$ cat config.mk
export PLATFORM = sky130hd
export DESIGN_NAME = ccff_chain_loader
export DESIGN_NICKNAME = d
export VERILOG_FILES = /design/src/rtl/ccff_pkg.sv /design/src/rtl/ccff_rb_collector.sv /design/src/rtl/ccff_chain_loader.sv
export SDC_FILE = /design/constraint.sdc
export NUM_CORES = 1
export LEC_CHECK = 0
export ABC_AREA = 1
export CORE_MARGIN = 8
export CORE_UTILIZATION = 49
export DETAILED_ROUTE_END_ITERATION = 6
export GPL_ROUTABILITY_DRIVEN = 0
export PLACE_DENSITY = 0.75
export RECOVER_POWER = 100
export SLEW_MARGIN = 30
export SYNTH_ARGS = -nofsm -noshare
export SYNTH_HDL_FRONTEND = slang
export SYNTH_SLANG_ARGS = --single-unit
$ cat constraint.sdc
create_clock -name prog_clk -period 1.35 [get_ports prog_clk]
set_input_delay 0.27 -clock prog_clk [delete_from_list [all_inputs] [get_ports prog_clk]]
set_output_delay 0.27 -clock prog_clk [all_outputs]
set_load 0.1 [all_outputs]
$ cat src/rtl/ccff_pkg.sv
// Shared types and helpers for the configuration-chain loader.
package ccff_pkg;

  // Loader sequencing states.
  typedef enum logic [1:0] {
    IDLE  = 2'd0,
    LOAD  = 2'd1,
    SHIFT = 2'd2,
    DONE  = 2'd3
  } ccff_state_e;

  // Bits needed to hold any count from 0 up to and including max_val.
  function automatic int unsigned cnt_w(input int unsigned max_val);
    return (max_val < 1) ? 1 : $clog2(max_val + 1);
  endfunction

endpackage

$ cat src/rtl/ccff_rb_collector.sv
// Serial-to-parallel packer for bits falling out of the chain tail.
// First captured bit lands in rb_data[0]; a partial word is flushed on 'last'
// with zeros in the unused upper bits.
module ccff_rb_collector
  import ccff_pkg::*;
#(
  parameter int unsigned WORD_W = 8
) (
  input  logic              clk,
  input  logic              rst,
  input  logic              clear,
  input  logic              sample,
  input  logic              bit_in,
  input  logic              last,
  output logic [WORD_W-1:0] rb_data,
  output logic              rb_valid
);

  localparam int unsigned RB_W = cnt_w(WORD_W);

  logic [RB_W-1:0]   rbcnt;
  logic [WORD_W-1:0] acc;
  logic [WORD_W-1:0] acc_next;
  logic              full;

  // Accumulator with the incoming bit merged in at the current position.
  always_comb begin
    acc_next = acc | (WORD_W'(bit_in) << rbcnt);
    full     = (rbcnt == RB_W'(WORD_W - 1));
  end

  // Collect tail bits and emit a word when full or at the end of the chain.
  always_ff @(posedge clk) begin
    if (rst) begin
      acc      <= '0;
      rbcnt    <= '0;
      rb_data  <= '0;
      rb_valid <= 1'b0;
    end else begin
      rb_valid <= 1'b0;
      if (clear) begin
        acc   <= '0;
        rbcnt <= '0;
      end else if (sample) begin
        if (full || last) begin
          rb_data  <= acc_next;
          rb_valid <= 1'b1;
          acc      <= '0;
          rbcnt    <= '0;
        end else begin
          acc   <= acc_next;
          rbcnt <= rbcnt + RB_W'(1);
        end
      end
    end
  end

endmodule

$ cat src/rtl/ccff_chain_loader.sv
// Transmit end of a ccff_head -> ccff_tail configuration chain: serializes
// exactly CHAIN_LEN bits from valid/ready words and returns the bits pushed
// out of the tail as readback words.
module ccff_chain_loader
  import ccff_pkg::*;
#(
  parameter int unsigned CHAIN_LEN = 52,
  parameter int unsigned WORD_W    = 8
) (
  input  logic              prog_clk,
  input  logic              pReset,
  input  logic              start,
  input  logic [WORD_W-1:0] cfg_data,
  input  logic              cfg_valid,
  output logic              cfg_ready,
  output logic              ccff_head,
  output logic              ccff_shift_en,
  input  logic              ccff_tail,
  output logic [WORD_W-1:0] rb_data,
  output logic              rb_valid,
  output logic              busy,
  output logic              done
);

  localparam int unsigned REM_W = cnt_w(CHAIN_LEN);
  localparam int unsigned BIT_W = cnt_w(WORD_W);

  ccff_state_e       state;
  logic [REM_W-1:0]  remaining;
  logic [BIT_W-1:0]  bitcnt;
  // Bits of the current word still waiting behind ccff_head.
  logic [WORD_W-2:0] shreg;

  logic [BIT_W-1:0]  word_bits;
  logic              last_bit;
  logic              word_end;
  logic              handshake;

  // Word length for the next capture and end-of-word/chain detection.
  always_comb begin
    word_bits = BIT_W'(WORD_W);
    if (32'(remaining) < WORD_W) begin
      word_bits = BIT_W'(remaining);
    end
    last_bit  = (remaining == REM_W'(1));
    word_end  = (bitcnt == BIT_W'(1));
    handshake = cfg_valid && cfg_ready;
  end

  // Sequencer: state, counters, tx shift register and registered outputs.
  always_ff @(posedge prog_clk) begin
    if (pReset) begin
      state         <= IDLE;
      remaining     <= '0;
      bitcnt        <= '0;
      shreg         <= '0;
      cfg_ready     <= 1'b0;
      ccff_head     <= 1'b0;
      ccff_shift_en <= 1'b0;
      busy          <= 1'b0;
      done          <= 1'b0;
    end else begin
      case (state)
        IDLE: begin
          done <= 1'b0;
          if (start) begin
            state     <= LOAD;
            remaining <= REM_W'(CHAIN_LEN);
            busy      <= 1'b1;
            cfg_ready <= 1'b1;
          end
        end

        LOAD: begin
          if (handshake) begin
            state         <= SHIFT;
            shreg         <= cfg_data[WORD_W-1:1];
            bitcnt        <= word_bits;
            cfg_ready     <= 1'b0;
            ccff_head     <= cfg_data[0];
            ccff_shift_en <= 1'b1;
          end
        end

        SHIFT: begin
          shreg     <= shreg >> 1;
          bitcnt    <= bitcnt - BIT_W'(1);
          remaining <= remaining - REM_W'(1);
          if (last_bit) begin
            state         <= DONE;
            ccff_head     <= 1'b0;
            ccff_shift_en <= 1'b0;
            busy          <= 1'b0;
            done          <= 1'b1;
          end else if (word_end) begin
            state         <= LOAD;
            ccff_head     <= 1'b0;
            ccff_shift_en <= 1'b0;
            cfg_ready     <= 1'b1;
          end else begin
            ccff_head <= shreg[0];
          end
        end

        DONE: begin
          state <= IDLE;
          done  <= 1'b0;
        end

        default: begin
          state         <= IDLE;
          cfg_ready     <= 1'b0;
          ccff_head     <= 1'b0;
          ccff_shift_en <= 1'b0;
          busy          <= 1'b0;
          done          <= 1'b0;
        end
      endcase
    end
  end

  // Readback packer fed by the tail while the chain is advancing.
  ccff_rb_collector #(
    .WORD_W(WORD_W)
  ) u_rb (
    .clk     (prog_clk),
    .rst     (pReset),
    .clear   (state == IDLE),
    .sample  (ccff_shift_en),
    .bit_in  (ccff_tail),
    .last    (last_bit),
    .rb_data (rb_data),
    .rb_valid(rb_valid)
  );

endmodule

==> impl_metrics.csv <==
group,metric,value,unit
cts,clk_pin_slew,0.10,ns
power_and_ir_drop,power_leakage,0.00128,uW
floorplanning,coreArea,4320,um^2
place,place_inst,390,
logic_synthesis,synth.area.top_cells,"dfxtp_1, nand2_1, a21oi_1, nor2_1, inv_1",
drt,postRouteAntennaNets,0,
cts,clk_latency,0.31,ns
logic_synthesis,synthArstFlopShare,0,%
floorplanning,fp.dieArea,6830,um^2
cells_and_area,layout.cells.non_filler,414,
logic_synthesis,syn_inst,293,
cells_and_area,seqCellArea,917,um^2
cells_and_area,antennaDiodeCount,0,
setup_path,path_cells,"buf_6, ha_4, o21ai_4, clkinv_4, o21ai_2, o21bai_1, inv_1",
floorplanning,start_util,50.3,%
setup_path,path_buf_inv,3,
setup_path,cp-end-kind,"register",
power_and_ir_drop,vdd_drop_max,0.00183,V
sta,setup_slack,-0.119,ns
cts,cts_hold_buf,0,
floorplanning,die_x,82.6,um
setup_path,worstSetupPathType,"register to register",
cells_and_area,layout-drive-gt1-share,34.5,%
drt,drt-wirelength-per-cell,14.1,um
sta,max_freq,0.681,GHz
job,max-cap-violations,0,
sta,drv_slew,0,
cells_and_area,multi_input_area,1280,um^2
cells_and_area,fill_cells,323,
grt,grt_max_degree,17,
cts,cts_root_buf,"clkbuf_8",
logic_synthesis,syn_area_per_cell,7.43,um^2
sta,fin_crit,1.47,ns
logic_synthesis,synth-seq-cells,45,
cells_and_area,area_growth,43.5,%
setup_path,cpMaxStageDelayCell,"dfxtp_4",
setup_path,cp_slowest_stage_delay,0.37,ns
logic_synthesis,yosys_most_used_dff,"dfxtp_1",
setup_path,path_max_fanout,6,
logic_synthesis,ys.warnings.count,0,
cts,cts_tree,"done",
sta,rsz0062_at_grt,"yes",
setup_path,crit_family,"compound AO/OA/AOI/OAI gates",
drt,drtPass1Iterations,4,
grt,grt_usage,16.5,%
grt,antenna_found_initial,0,
setup_path,cp_data_arrival_time,1.67,ns
cts,cts_sinks,45,
setup_path,cp-start-kind,"register",
sta,period_share,109,%
floorplanning,num_rows,24,
sta,setup_viol,23,
cells_and_area,most-common-layout-cells,"nand2_1, buf_4, dfxtp_1",
drt,drt_iter0_markers,93,
setup_path,required,1.55,ns
drt,viasPerCell,5.22,
sta,clock_skew,0.0124,ns
sta,max_slew_margin,77.8,%
cts,cts-buffers-inserted,5,
cells_and_area,fin_util,72.2,%
logic_synthesis,synth_edf_count,0,
drt,routed-via-count,2162,
cells_and_area,final_common_cell,"nand2_1",
outcome,status,"finished, violations left",
grt,grt_pass1_vias,2059,
sta,tightest_slew,0.331,ns
logic_synthesis,ys_types,31,
logic_synthesis,yosysSeqAreaShare,41.4,%
logic_synthesis,syn_area,2180,um^2
worst_hold_path,hold_class,"register to register",
logic_synthesis,yosysTopAreaCell,"dfxtp_1",
floorplanning,die_h,82.6,um
floorplanning,io_pins,27,
cts,htree_levels,2,
place,portBuffers,26,
logic_synthesis,yosysTopAreaCellShare,41.4,%
grt,grt_pass1_wl,8.85,mm
place,dpl.hpwl,3.57,mm
outcome,violations,"negative setup slack",
drt,route.detailed.drc,0,
power_and_ir_drop,p_per_area,2110,nW/um^2
logic_synthesis,synth_fp_nets,315,
drt,wirelength,5.82,mm
sta,finalHoldViolations,0,
cells_and_area,nets,383,
grt,overflow,0,
cts,cts_buffer_depth,2,
[report_power, final]
group          switching (uW)  internal (uW)
Sequential                273           1650
Combinational            2100           1660
Clock                     513            378
Total                    2890           3690
[worst register-to-register path, stage by stage, from the launching register on]
cell and delay [ns]:
dfxtp_4 0.37, buf_6 0.13, ha_4 0.18, o21ai_4 0.19, clkinv_4 0.14, o21ai_2 0.15, o21bai_1 0.14, inv_1 0.07
[path summary, 6_finish.rpt]
kind	from	end	slack, ns	cells past startpoint
hold / removal	u_rb.acc[5]	u_rb.acc[5]	0.46	2
hold reg to reg	u_rb.acc[5]	u_rb.acc[5]	0.46	2
setup reg to reg	state[0]	bitcnt[2]	-0.12	7
setup / recovery	state[0]	bitcnt[2]	-0.12	7
[per-stage QoR]
step / setup TNS [ns] / area [um^2] / power [uW] / hold slack (ns) / setup slack (ns)
5_1_grt: -3.90 / 3120 / 6970 / 0.500 / -0.203
6_report: -1.64 / 3120 / 6580 / 0.461 / -0.119
3_5_place_dp: -4.02 / 2840 / 4710 / 0.447 / -0.172
4_1_cts: -0.122 / 3110 / 6170 / 0.462 / -0.0329
2_1_floorplan: -0.262 / 2190 / 3680 / 0.425 / -0.0639
3_3_place_gp: -2.84 / 2840 / 4660 / 0.439 / -0.146
[layout make-up]
class	instances	share of cell area [%]
inverter	36	4.89
timing repair buffer	69	19.7
clock buffer	5	2.20
clock inverter	3	0.801
multi-input combinational	204	40.9
tap	52	2.08
sequential	45	29.4
[Yosys cell counts, types with 2 or more instances]
library cell  number
nor2_1            37
nor3_1             2
inv_2              3
buf_2              5
nor3_2             2
o21ai_1           11
inv_1             32
or2_1              3
nand2_1           47
clkbuf_1           4
nor2_2             5
nand3_1           12
dfxtp_1           45
o21bai_1           2
nand2_2            2
o21ai_0           16
nand4_1            5
nand3_4            2
a31oi_1            9
a21oi_1           28
ha_1               9
a211oi_1           2
xnor2_1            2
[per-layer routing]
metal / up-vias / GRT usage [%] / wire length (um) / part of all wire, %
met5: - / 0 / 0 / 0
met4: 0 / 6.55 / 167 / 2.9
met3: 18 / 4.33 / 289 / 5.0
met2: 54 / 29.6 / 3050 / 52
met1: 987 / 18.1 / 2310 / 40
li1: 1103 / - / - / -
[sequential cells by signal, summed over array words and instances, names as in the netlist]
register and cells:
u_rb.acc 8, u_rb.rb_data 8, shreg 7, remaining 6, bitcnt 4, u_rb.rbcnt 4, state 2, busy 1
ccff_head 1, ccff_shift_en 1, cfg_ready 1, done 1, u_rb.rb_valid 1
[cell families (layout without fill, tap and decap cells)]
logic type / Yosys count / in the layout / synth area share, %
xor+xnor: 3 / 3 / 1.21
flops: 45 / 45 / 41.4
buf+inv: 45 / 113 / 8.28
compound gates: 72 / 72 / 18.5
simple gates: 119 / 120 / 25.4
fa+ha+maj: 9 / 9 / 5.18
[what timing repair did]
action	in CTS	in global routing
setup buffers	6	8
pin swaps	6	17
resized for setup	35	36
gates cloned	1	1
setup endpoints to repair	39	39
(Power assumes the default switching activity.)
